File: src/rtl/cpu_types_pkg.sv
// Shared CPU pipeline types used by the memory stage: stage payload structs,
// load/store funct3 encodings, the LSU state enum and access-size helpers.
package cpu_types_pkg;

    localparam logic [2:0] F3_B  = 3'b000;
    localparam logic [2:0] F3_H  = 3'b001;
    localparam logic [2:0] F3_W  = 3'b010;
    localparam logic [2:0] F3_BU = 3'b100;
    localparam logic [2:0] F3_HU = 3'b101;

    typedef enum logic [1:0] {
        S_IDLE,
        S_REQ,
        S_RESP,
        S_OUT
    } lsu_state_e;

    typedef enum logic [1:0] {
        SZ_BYTE,
        SZ_HALF,
        SZ_WORD
    } mem_size_e;

    // EXU -> LSU payload
    typedef struct packed {
        logic        valid;
        logic [31:0] pc_target;
        logic [31:0] exu_result;
        logic [31:0] mem_addr;
        logic [31:0] mem_wdata;
        logic        mem_en;
        logic        mem_wen;
        logic [2:0]  funct3;
        logic [4:0]  rd_addr;
        logic        reg_wen;
    } ex_lsu_t;

    // LSU -> WBU payload
    typedef struct packed {
        logic        valid;
        logic [31:0] wb_data;
        logic [4:0]  rd_addr;
        logic        reg_wen;
        logic [31:0] pc_target;
    } lsu_wb_t;

    // Access size is carried in funct3[1:0] for both loads and stores;
    // funct3[2] only selects zero-extension on loads.
    function automatic mem_size_e mem_size(input logic [2:0] funct3);
        mem_size_e sz;
        case (funct3[1:0])
            2'b00:   sz = SZ_BYTE;
            2'b01:   sz = SZ_HALF;
            default: sz = SZ_WORD;
        endcase
        return sz;
    endfunction

    // Halfwords need an even offset, words need offset zero; bytes never fault.
    function automatic logic lsu_misaligned(input logic [2:0] funct3, input logic [1:0] off);
        logic bad;
        case (mem_size(funct3))
            SZ_HALF: bad = off[0];
            SZ_WORD: bad = (off != 2'b00);
            default: bad = 1'b0;
        endcase
        return bad;
    endfunction

endpackage

File: src/rtl/lsu_load_fmt.sv
// Load data formatter: selects the addressed byte/halfword out of the aligned
// memory word and sign- or zero-extends it. Purely combinational.
module lsu_load_fmt
    import cpu_types_pkg::*;
(
    input  logic [31:0] rdata,
    input  logic [1:0]  off,
    input  logic [2:0]  funct3,
    output logic [31:0] wb_data
);

    logic [7:0]  byte_sel;
    logic [15:0] half_sel;

    // Lane select then extension; off[0] is ignored for halfwords.
    always_comb begin
        byte_sel = rdata[{off, 3'b000} +: 8];
        half_sel = rdata[{off[1], 4'b0000} +: 16];
        case (funct3)
            F3_B:    wb_data = {{24{byte_sel[7]}}, byte_sel};
            F3_BU:   wb_data = {24'h000000, byte_sel};
            F3_H:    wb_data = {{16{half_sel[15]}}, half_sel};
            F3_HU:   wb_data = {16'h0000, half_sel};
            default: wb_data = rdata;
        endcase
    end

endmodule

File: src/rtl/lsu.sv
// Memory stage between EXU and WBU. Accepts one payload at a time, issues a
// load/store on the valid/ready data-memory port, formats load data and
// passes non-memory ops straight through.
// Optional build macro: LSU_ALIGN_CHECK_EN adds the misalign output and
// turns misaligned half/word accesses into non-writing, memory-free ops.
//
//  state  | meaning
//  -------+-----------------------------------------------------------
//  S_IDLE | ready for a new payload (in_ready=1)
//  S_REQ  | memory request presented, waiting for mem_req_ready
//  S_RESP | request accepted, waiting for mem_rsp_valid
//  S_OUT  | result presented to WBU, waiting for out_ready
module lsu
    import cpu_types_pkg::*;
#(
    parameter int XLEN = 32
) (
    input  logic            clk,
    input  logic            rst_n,
    input  logic            in_valid,
    output logic            in_ready,
    input  ex_lsu_t         in_data,
    output logic            out_valid,
    input  logic            out_ready,
    output lsu_wb_t         out_data,
    output logic            mem_req_valid,
    input  logic            mem_req_ready,
    output logic [XLEN-1:0] mem_req_addr,
    output logic            mem_req_wen,
    output logic [XLEN-1:0] mem_req_wdata,
    output logic [3:0]      mem_req_wstrb,
    input  logic            mem_rsp_valid,
    input  logic [XLEN-1:0] mem_rsp_rdata
`ifdef LSU_ALIGN_CHECK_EN
    ,
    output logic            misalign
`endif
);

    lsu_state_e  state_q, state_d;
    ex_lsu_t     pl_q, pl_d;
    logic [31:0] wb_data_q, wb_data_d;

    logic [1:0]  off;
    logic [31:0] load_wb;
    logic [3:0]  st_wstrb;
    logic [31:0] st_wdata;
    logic        in_mis;
    logic        cur_mis;
    logic        unused_pl;

    assign off = pl_q.mem_addr[1:0];

`ifdef LSU_ALIGN_CHECK_EN
    assign in_mis  = in_data.mem_en & lsu_misaligned(in_data.funct3, in_data.mem_addr[1:0]);
    assign cur_mis = pl_q.mem_en & lsu_misaligned(pl_q.funct3, off);
`else
    assign in_mis  = 1'b0;
    assign cur_mis = 1'b0;
`endif

    // The valid bit of the latched payload carries no meaning after accept.
    assign unused_pl = pl_q.valid;

    lsu_load_fmt u_load_fmt (
        .rdata   (mem_rsp_rdata),
        .off     (off),
        .funct3  (pl_q.funct3),
        .wb_data (load_wb)
    );

    // Store lane encoding: replicate the data into every lane, strobe the target.
    always_comb begin
        st_wstrb = 4'b0000;
        st_wdata = pl_q.mem_wdata;
        case (mem_size(pl_q.funct3))
            SZ_BYTE: begin
                st_wstrb = 4'b0001 << off;
                st_wdata = {4{pl_q.mem_wdata[7:0]}};
            end
            SZ_HALF: begin
                st_wstrb = 4'b0011 << {off[1], 1'b0};
                st_wdata = {2{pl_q.mem_wdata[15:0]}};
            end
            default: begin
                st_wstrb = 4'b1111;
            end
        endcase
        if (!pl_q.mem_wen) begin
            st_wstrb = 4'b0000;
        end
    end

    // Next-state, payload capture and write-back data selection.
    always_comb begin
        state_d   = state_q;
        pl_d      = pl_q;
        wb_data_d = wb_data_q;
        case (state_q)
            S_IDLE: begin
                if (in_valid) begin
                    pl_d       = in_data;
                    pl_d.valid = 1'b0;
                    if (!in_data.mem_en || in_mis) begin
                        wb_data_d = in_data.exu_result;
                        state_d   = S_OUT;
                    end else begin
                        state_d   = S_REQ;
                    end
                end
            end
            S_REQ: begin
                if (mem_req_ready) begin
                    state_d = S_RESP;
                end
            end
            S_RESP: begin
                if (mem_rsp_valid) begin
                    wb_data_d = pl_q.mem_wen ? pl_q.exu_result : load_wb;
                    state_d   = S_OUT;
                end
            end
            S_OUT: begin
                if (out_ready) begin
                    state_d = S_IDLE;
                end
            end
            default: begin
                state_d = S_IDLE;
            end
        endcase
    end

    // State and payload registers with synchronous active-low reset.
    always_ff @(posedge clk) begin
        if (!rst_n) begin
            state_q   <= S_IDLE;
            pl_q      <= '0;
            wb_data_q <= '0;
        end else begin
            state_q   <= state_d;
            pl_q      <= pl_d;
            wb_data_q <= wb_data_d;
        end
    end

    assign in_ready      = (state_q == S_IDLE);
    assign out_valid     = (state_q == S_OUT);
    assign mem_req_valid = (state_q == S_REQ) & pl_q.mem_en;
    assign mem_req_addr  = {pl_q.mem_addr[31:2], 2'b00};
    assign mem_req_wen   = pl_q.mem_wen;
    assign mem_req_wdata = st_wdata;
    assign mem_req_wstrb = st_wstrb;

`ifdef LSU_ALIGN_CHECK_EN
    assign misalign = (state_q == S_OUT) & cur_mis;
`endif

    // WBU payload is a direct view of the latched operation and its result.
    always_comb begin
        out_data           = '0;
        out_data.valid     = out_valid;
        out_data.wb_data   = wb_data_q;
        out_data.rd_addr   = pl_q.rd_addr;
        out_data.reg_wen   = pl_q.reg_wen & ~cur_mis;
        out_data.pc_target = pl_q.pc_target;
    end

endmodule

File: config.mk
export PLATFORM = sky130hd
export DESIGN_NAME = lsu
export DESIGN_NICKNAME = d
export VERILOG_FILES = /design/src/rtl/cpu_types_pkg.sv /design/src/rtl/lsu_load_fmt.sv /design/src/rtl/lsu.sv
export SDC_FILE = /design/constraint.sdc
export NUM_CORES = 1
export LEC_CHECK = 0
export ABC_AREA = 1
export BUFFER_PORTS_ARGS = -buffer_cell sky130_fd_sc_hd__buf_4
export CORE_MARGIN = 2
export CORE_UTILIZATION = 50
export CTS_BUF_LIST = sky130_fd_sc_hd__clkbuf_2 sky130_fd_sc_hd__clkbuf_4 sky130_fd_sc_hd__clkbuf_8
export CTS_CLUSTER_DIAMETER = 80
export DETAILED_ROUTE_END_ITERATION = 7
export PLACE_DENSITY = 0.81
export SYNTH_ARGS = -nofsm -noshare
export SYNTH_HDL_FRONTEND = slang
export SYNTH_SLANG_ARGS = --single-unit
File: constraint.sdc
create_clock -name clk -period 3.8 [get_ports clk]
set_clock_uncertainty 0.05 [all_clocks]
set_input_delay 0.76 -clock clk [delete_from_list [all_inputs] [get_ports clk]]
set_output_delay 0.76 -clock clk [all_outputs]
set_load 0.005 [all_outputs]
# Word-level counts from Yosys, hierarchy flattened
# Index checks and enable logic that the tools add are counted.
[classes] eq_ne=13 bitwise_logic=1 n_mul=0 n_mux=16 order_cmp=0 div=0 add_sub_neg=0 n_reduce_logical=8 n_shift=4
[ops] op="two-way mux 32 bit" count=4
[ops] op="case mux 32 bit (2 select lines)" count=2
[ops] op="case mux 32 bit (4 select lines)" count=1
[ops] op="indexed part select 32 x 6 -> 16 bit" count=1
[ops] op="indexed part select 32 x 6 -> 8 bit" count=1
[ops] op="two-way mux 2 bit" count=5
[ops] op="inequality test 2 bit (second input constant)" count=4
[ops] op="case mux 2 bit (4 select lines)" count=1
[ops] op="case mux 4 bit (2 select lines)" count=1
[ops] op="AND reduction 4 bit" count=2
[ops] op="equality test 2 x 1 -> 1 bit (second input constant)" count=3
[ops] op="equality test 3 bit (second input constant)" count=2
[ops] op="zero test 2 bit" count=3
[ops] op="equality test 2 bit (second input constant)" count=2
[ops] op="two-way mux 4 bit" count=1
[ops] op="case mux 2 bit (2 select lines)" count=1
[ops] op="left shift 1 x 2 -> 4 bit (first input constant)" count=1
[ops] op="left shift 2 x 2 -> 4 bit (first input constant)" count=1
[ops] op="equality test 3 x 1 -> 1 bit (second input constant)" count=1
[ops] op="zero test 3 bit" count=1
[ops] op="inequality test 2 x 1 -> 1 bit (second input constant)" count=1
[ops] op="AND reduction 2 bit" count=1
[ops] op="nonzero test 2 bit" count=1
[ops] op="AND 1 bit" count=1
[word_totals] input_bits=178 mem_count=0 elab_cells=53 mem_bits_rw=0 out_inout_bits=143 romBits=0 regBits=173 latchBits=0

# Longest topological paths before layout
# Gate-level depths: netlist (run 1).
[logic_depth] ltp_word=5 ltp_mapped=10 depth_no_buf=9

# Modules after synthesis
# A second synthesis (run 1) with hierarchy kept.
[hier_totals] cells_unflattened=1387 hier_area_um2=8862.2
[by_module_without_submodules] mod="lsu" area_each_um2=8057.7 instances=1 seq_area_each_um2=3463.3 cells_per_inst=1214
[by_module_without_submodules] mod="lsu_load_fmt" area_each_um2=804.5 instances=1 seq_area_each_um2=0.0 cells_per_inst=173

# Worst setup path before layout (run 1)
# No wires, ideal clock.
[synth_timing] path_kind="reg-to-output" startpoint="register pl_q[7] (netlist bit)" endpoint="output port mem_req_wdata[29]" setup_slack_ns=1.932 required_ns=2.990 n_path_buf=3 arrival_ns=1.058 path_stages_with_launch=6 cell_sequence="dfxtp_1 buf_6 clkbuf_1 buf_2 nand2_1 o211ai_1"
[synth_between] elab_chain_len=4 word_cells_on_any_way=6 cone_classes="eq/ne (2); mux (2); reduce/logical (2)"
[synth_lines] element="start, declared" line="lsu.sv:41" text="ex_lsu_t pl_q, pl_d;"
[synth_lines] element="start signal, assigned" line="lsu.sv:142" text="pl_q <= pl_d;"
[synth_lines] element="equality test 2 x 1 -> 1 bit or zero test 2 bit (tied branches)" line="cpu_types_pkg.sv:51" text="case (funct3[1:0])"
[synth_lines] element="case mux 2 bit (2 select lines) *" line="cpu_types_pkg.sv:51"
[synth_lines] element="equality test 2 x 1 -> 1 bit or zero test 2 bit (tied branches)" line="lsu.sv:76" text="case (mem_size(pl_q.funct3))"
[synth_lines] element="case mux 32 bit (2 select lines) *" line="lsu.sv:76"
[synth_lines] element="end, declared" line="lsu.sv:30" text="output logic [XLEN-1:0] mem_req_wdata,"
# Every way passes the cells marked *; elsewhere a longest branch is shown, timed or not.

# Worst setup path after layout (run 1)
[layout_timing] startpoint="register pl_q[7] (netlist bit)" endpoint="output port mem_req_wstrb[1]"
[layout_between] elab_chain_len=5 word_cells_on_any_way=7 cone_classes="eq/ne (2); mux (3); reduce/logical (2)"
[layout_lines] element="equality test 2 x 1 -> 1 bit or zero test 2 bit (tied branches)" line="cpu_types_pkg.sv:51"
[layout_lines] element="case mux 2 bit (2 select lines) *" line="cpu_types_pkg.sv:51"
[layout_lines] element="equality test 2 x 1 -> 1 bit or zero test 2 bit (tied branches)" line="lsu.sv:76"
[layout_lines] element="case mux 4 bit (2 select lines) *" line="lsu.sv:76"
[layout_lines] element="two-way mux 4 bit *" line="lsu.sv:89" text="if (!pl_q.mem_wen) begin"
[layout_lines] element="end, declared" line="lsu.sv:31" text="output logic [3:0] mem_req_wstrb,"
# Marked as above.

==> flow_metrics.py, run 1 <==
metrics = {
    "layout": {
        "fillers": 1557,
        "drive_gt1_share_pct": 26.9,
        "num_antenna_cells": 0,
        "syn_to_final_growth_pct": 26.1,
        "nets": 1597,
        "register_area_sq_um": 3460,
        "multi_input_comb_area_sq_um": 3680,
    },
    "setup_path": {
        "arrival_ps": 2500,
        "cp-end-kind": "primary output",
        "r2r_slack_ps": 1510,
        "worst-setup-path-type": "flip-flop to primary output",
        "critical-path-max-stage-delay_ps": 830,
        "timing.critical_path.mode_cell": "buf_4",
        "reg2reg_to": "wb_data_q[11]",
        "r2r_cells": 10,
        "cp_cell_sequence": "inv_2 > nand3_1 > buf_4 > inv_1 > nor3_1 > buf_4",
        "critPathRequiredTime_ps": 2990,
        "crit_path_start_kind": "flip-flop",
        "r2r-start": "state_q[0]",
        "cp_slowest_cell": "dfxtp_1",
        "cp_max_fo": 19,
    },
    "floorplanning": {
        "rows": 47,
        "core_region_area_sq_um": 16500,
        "dieWidth_um": 134,
        "ioPinCount": 321,
        "die-height_um": 134,
        "start_util_pct": 50.9,
        "dieArea_sq_um": 17900,
    },
    "grt": {
        "grt_pass1_vias": 7538,
        "antenna_found_initial": 0,
        "grt.total_usage_pct": 26.6,
        "grt_start_max_net_pins": 69,
        "overflow": 0,
        "grt_pass1_wl_um": 38100,
    },
    "synthesis": {
        "synth.distinct_cells": 27,
        "seq_area_frac_synth_pct": 41.2,
        "netlist_area_sq_um": 8420,
        "postSynthCellCount": 1228,
        "avgSynthCellArea_sq_um": 6.85,
        "yosysWarnings": 0,
        "synth-seq-cells": 173,
    },
    "timing": {
        "tightest_slew_ps": 831,
        "fin_setup_tns_ps": 0,
        "rsz0062_at_grt": "no",
        "fmax_mhz": 302,
        "setup_viol": 0,
        "setup_ws_ps": 493,
        "min_period_ps": 3310,
        "post-route-period-util_pct": 87.0,
        "maxSlewHeadroom_pct": 44.5,
        "finalMaxSlewViolations": 0,
        "hold_viol": 0,
    },
    "pwr": {
        "power_density_nw_per_um2": 673,
        "switching_share_pct": 40.1,
        "p_sw_mw": 2.87,
        "p_clk_share_pct": 17.8,
        "ir_drop_uv": 337,
        "internal_power_mw": 4.28,
        "combPwrFrac_pct": 44.9,
        "power_leakage_nw": 5.05,
        "power_frac_seq_pct": 37.3,
    },
    "routing": {
        "drc": 0,
        "routed_wl_um": 24500,
        "initialDrtViolationCount": 662,
        "num_vias": 8445,
        "antenna_left": 0,
        "viasPerCell": 5.13,
        "drtPass1Iterations": 5,
        "wl_per_cell_um": 14.9,
    },
    "placement": {
        "post-dp-hpwl_um": 17500,
        "pre_cts_ws_ps": 987,
        "gp_congestion": 0.858,
        "io_buffers": 317,
    },
    "clock_network": {
        "cts.sinks": 173,
        "cts.repair.resized": 0,
        "insertion_delay_ps": 450,
        "numCtsBuffers": 17,
        "cts_root_buf": "clkbuf_8",
        "holdBufCountCts": 0,
        "clockBufferDepth": 2,
        "clk_pin_slew_ps": 80,
        "cts_tree": "yes",
        "htreeDepth": 4,
        "post-cts-setup-buffers": 0,
    },
    "worst_hold_path": {
        "hp-class": "flip-flop to flip-flop",
        "holdPathStages": 2,
        "worstHoldStart": "pl_q[94]",
        "hold_path_end": "pl_q[94]",
    },
    "status": {
        "outcome": "complete, no violations",
    },
    "flow_run": {
        "timing.max_cap.violations": 0,
    },
}
==> sequential cells by signal, indices dropped and copies added, names as in the netlist <==
signal and count:
pl_q 68, off 2, state_q 2, out_data 38
mem_req_wen 1, wb_data_q 32, mem_req_addr 30
==> cell usage after synthesis <==
cell | n | area share (%)
a21oi_1 | 136 | 8.1
a21oi_2 | 10 | 1.0
a31oi_1 | 2 | 0.15
buf_1 | 2 | 0.089
buf_2 | 21 | 1.2
buf_4 | 81 | 7.2
buf_6 | 4 | 0.54
clkbuf_1 | 55 | 2.5
clkinv_1 | 1 | 0.045
conb_1 | 1 | 0.045
dfxtp_1 | 173 | 41
ha_1 | 5 | 0.74
inv_1 | 80 | 3.6
inv_2 | 3 | 0.13
nand2_1 | 187 | 8.3
nand2_2 | 1 | 0.074
nand2_4 | 2 | 0.27
nand3_1 | 50 | 3.0
nand4_1 | 7 | 0.52
nor2_1 | 241 | 11
nor2_4 | 3 | 0.40
nor3_1 | 3 | 0.18
o211ai_1 | 7 | 0.62
o211ai_4 | 1 | 0.25
o21ai_0 | 150 | 8.9
o21ai_2 | 1 | 0.10
o22ai_1 | 1 | 0.074
==> layout by cell type (no fill, tap or decap), types with 7 or more instances in the layout <==
cell type	Yosys	final
o211ai_1	7	7
a21oi_2	10	10
inv_1	80	79
nand2_1	187	186
o21ai_0	150	150
dfxtp_1	173	173
buf_4	81	327
clkbuf_8	0	20
nand4_1	7	7
a21oi_1	136	136
nand3_1	50	50
nor2_1	241	241
==> through the flow <==
stage / cells / instance area, sq um / power, mW / hold WS [ps] / utilization [%]
CTS: 1646 / 10600 / 7.18 / 408 / 64.2
global placement: 1615 / 10200 / 5.82 / 387 / 61.9
global route: 1646 / 10600 / 7.69 / 425 / 64.2
floorplan: 1229 / 8420 / 4.90 / 380 / -
detailed placement: 1615 / 10200 / 5.90 / 393 / 61.9
finish: 1646 / 10600 / 7.14 / 407 / 64.2
==> logic make-up after synthesis <==
family                     synth area share [%]
other                                    0.0446
adders and majority gates                 0.743
AOI/OAI and AO/OA                          19.3
DFF                                        41.2
buffers and inverters                      15.3
and+or+nand+nor                            23.5
==> final cells by class <==
type	instances	share of cell area, %
clock buffers	20	2.59
clock inverters	11	1.04
inverters	84	2.98
multi-input cells	809	34.6
flip-flops and latches	173	32.6
well taps	220	2.59
repair buffers	329	23.5
==> critical path: cells and delay by family, from the launching register on <==
kind | cells | cell delay, ps
buffers and inverters | 4 | 840
flip-flops | 1 | 830
AND/OR/NAND/NOR | 2 | 360
==> power groups by stage <==
stage,clock (mW),sequential [mW],combinational (mW)
floorplan,0,2.61,2.29
global placement,0,2.68,3.14
detailed placement,0,2.70,3.20
CTS,1.30,2.66,3.21
global route,1.37,2.73,3.59
finish,1.27,2.67,3.21
==> metal layers <==
metal	vias to the layer above	track usage (%)	share of wire, %
met4	0	8.87	2.6
met3	45	8.87	8.9
met2	366	43.2	47
li1	4218	-	-
met5	-	0	0
met1	3816	33.1	42
==> worst max-delay path by stage <==
| stage | cells after the start | slack, ps | start | endpoint |
|---|---|---|---|---|
| detailed placement | 6 | 990 | pl_q[7] | mem_req_wstrb[1] |
| global placement | 6 | 1040 | pl_q[7] | mem_req_wstrb[1] |
| finish | 6 | 490 | pl_q[7] | mem_req_wstrb[1] |
| floorplan | 5 | 1930 | pl_q[7] | mem_req_wdata[29] |
| global route | 6 | 330 | pl_q[7] | mem_req_wstrb[1] |
| CTS | 6 | 480 | pl_q[7] | mem_req_wstrb[1] |
No activity file was read; power rests on OpenSTA's default activity.
==> inputs of run 2 (changes only) <==
--- a/config.mk
+++ b/config.mk
@@ -12,6 +12,7 @@
 export CTS_BUF_LIST = sky130_fd_sc_hd__clkbuf_2 sky130_fd_sc_hd__clkbuf_4 sky130_fd_sc_hd__clkbuf_8
 export CTS_CLUSTER_DIAMETER = 80
 export DETAILED_ROUTE_END_ITERATION = 7
+export GPL_TIMING_DRIVEN = 0
 export PLACE_DENSITY = 0.81
 export SYNTH_ARGS = -nofsm -noshare
 export SYNTH_HDL_FRONTEND = slang
==> run 2 against run 1 <==
Effect of this change:
- sequential share of layout area shrank 2.4 points
- final cell count rose by 9.1%
- register-to-register slack improved by 300 ps
- highest routed layer unchanged
- setup slack improved by 420 ps
- wire length grew 13%
- critical path type unchanged
- sequential power shrank 1%
- clock-buffer cell count is 3 lower
- fmax increased by 15%
==> flow_metrics.py, run 2 (synthesis gave the netlist of run 1 again) <==
metrics = {
    "status": {
        "outcome": "complete, no violations",
    },
    "floorplanning": {
        "core_region_area_sq_um": 16500,
        "start_util_pct": 50.9,
        "rows": 47,
        "ioPinCount": 321,
        "dieWidth_um": 134,
        "die-height_um": 134,
        "dieArea_sq_um": 17900,
    },
    "layout": {
        "num_antenna_cells": 0,
        "mostFrequentLayoutCell": "buf_4",
        "register_area_sq_um": 3460,
        "drive_gt1_share_pct": 30.1,
        "multi_input_comb_area_sq_um": 3670,
        "nets": 1747,
        "largest_register_ffs": 68,
        "layout_common_cells": "buf_4 (397), nor2_1 (241), nand2_1 (187), dfxtp_1 (173), o21ai_0 (150)",
        "syn_to_final_growth_pct": 36.2,
        "fillers": 1504,
        "regMostFlops": "pl_q",
    },
    "routing": {
        "antenna_left": 0,
        "drtPass1Iterations": 5,
        "wl_per_cell_um": 15.4,
        "initialDrtViolationCount": 723,
        "viasPerCell": 5.09,
        "routed_wl_um": 27600,
        "num_vias": 9142,
        "drc": 0,
    },
    "clock_network": {
        "cts_root_buf": "clkbuf_8",
        "htreeDepth": 4,
        "cts.sinks": 173,
        "clockBufferDepth": 2,
        "cts_tree": "yes",
        "post-cts-setup-buffers": 0,
        "cts.repair.resized": 0,
        "insertion_delay_ps": 460,
        "holdBufCountCts": 0,
        "clk_pin_slew_ps": 90,
        "numCtsBuffers": 17,
    },
    "setup_path": {
        "r2r_slack_ps": 1810,
        "critPathRequiredTime_ps": 2990,
        "cp_max_fo": 10,
        "crit_path_start_kind": "flip-flop",
        "cp-end-kind": "primary output",
        "worst-setup-path-type": "flip-flop to primary output",
        "arrival_ps": 2070,
        "r2r_cells": 7,
        "reg2reg_to": "off[0]",
        "r2r-start": "state_q[0]",
    },
    "timing": {
        "maxSlewHeadroom_pct": 49.2,
        "min_period_ps": 2880,
        "fin_setup_tns_ps": 0,
        "tightest_slew_ps": 762,
        "finalMaxSlewViolations": 0,
        "post-route-period-util_pct": 75.9,
        "fmax_mhz": 347,
        "setup_viol": 0,
        "setup_ws_ps": 918,
        "hold_viol": 0,
        "rsz0062_at_grt": "no",
    },
    "grt": {
        "grt_start_max_net_pins": 17,
        "overflow": 0,
        "grt.total_usage_pct": 30.3,
        "grt_pass1_wl_um": 42700,
        "antenna_found_initial": 0,
        "grt_pass1_vias": 8337,
    },
    "placement": {
        "gp_congestion": 0.933,
        "io_buffers": 316,
        "pre_cts_ws_ps": 1400,
        "post-dp-hpwl_um": 21500,
    },
    "worst_hold_path": {
        "hp-class": "flip-flop to flip-flop",
        "holdPathStages": 2,
        "hold_path_end": "pl_q[96]",
        "worstHoldStart": "pl_q[96]",
    },
    "pwr": {
        "ir_drop_uv": 464,
        "power_density_nw_per_um2": 674,
        "power_leakage_nw": 5.57,
    },
    "flow_run": {
        "timing.max_cap.violations": 0,
    },
}
run 2: final cells by class:
class                   count  area share, %
flip-flops and latches    173           30.2
clock buffers              17           2.04
repair buffers            316           20.7
plain buffers             163           8.48
inverters                  84           2.75
multi-input cells         809           32.0
well taps                 220           2.40
clock inverters            14           1.38
run 2: power breakdown:
group	leakage [nW]	total, mW	switching [mW]	internal, mW
clock	0.196	1.33	0.736	0.596
combinational	3.95	3.76	2.07	1.69
sequential	1.43	2.63	0.292	2.34
run 2: through the flow:
stage                     hold slack, ps  cells  util, %  power, mW  instance area, sq um
after detailed placement             394   1765     67.0       6.39                 11100
after global placement               388   1765     67.0       6.31                 11100
after floorplan                      380   1229        -       4.90                  8420
final                                412   1796     69.3       7.72                 11500
after CTS                            407   1796     69.3       7.71                 11500
after global routing                 427   1796     69.3       8.28                 11500
run 2: worst max-delay path by stage:
| stage | from | to | slack (ps) |
|---|---|---|---|
| after floorplan | pl_q[7] | mem_req_wdata[29] | 1930 |
| after global placement | pl_q[7] | mem_req_wdata[30] | 1400 |
| after detailed placement | pl_q[7] | mem_req_wdata[30] | 1400 |
| after CTS | pl_q[7] | mem_req_wdata[30] | 900 |
| after global routing | pl_q[7] | mem_req_wdata[30] | 790 |
| final | pl_q[7] | mem_req_wdata[30] | 920 |
run 2: layer usage:
metal	track usage, %	part of all wire [%]
met4	10.9	3.0
met2	50.9	48
met1	37.2	40
met5	0	0
met3	8.33	9.6
run 2: worst max-delay path: stages (launching register included):
cell and delay, ps:
dfxtp_1 330, buf_6 150, clkbuf_1 400, buf_2 330
nand2_1 80, o211ai_1 150, buf_4 170
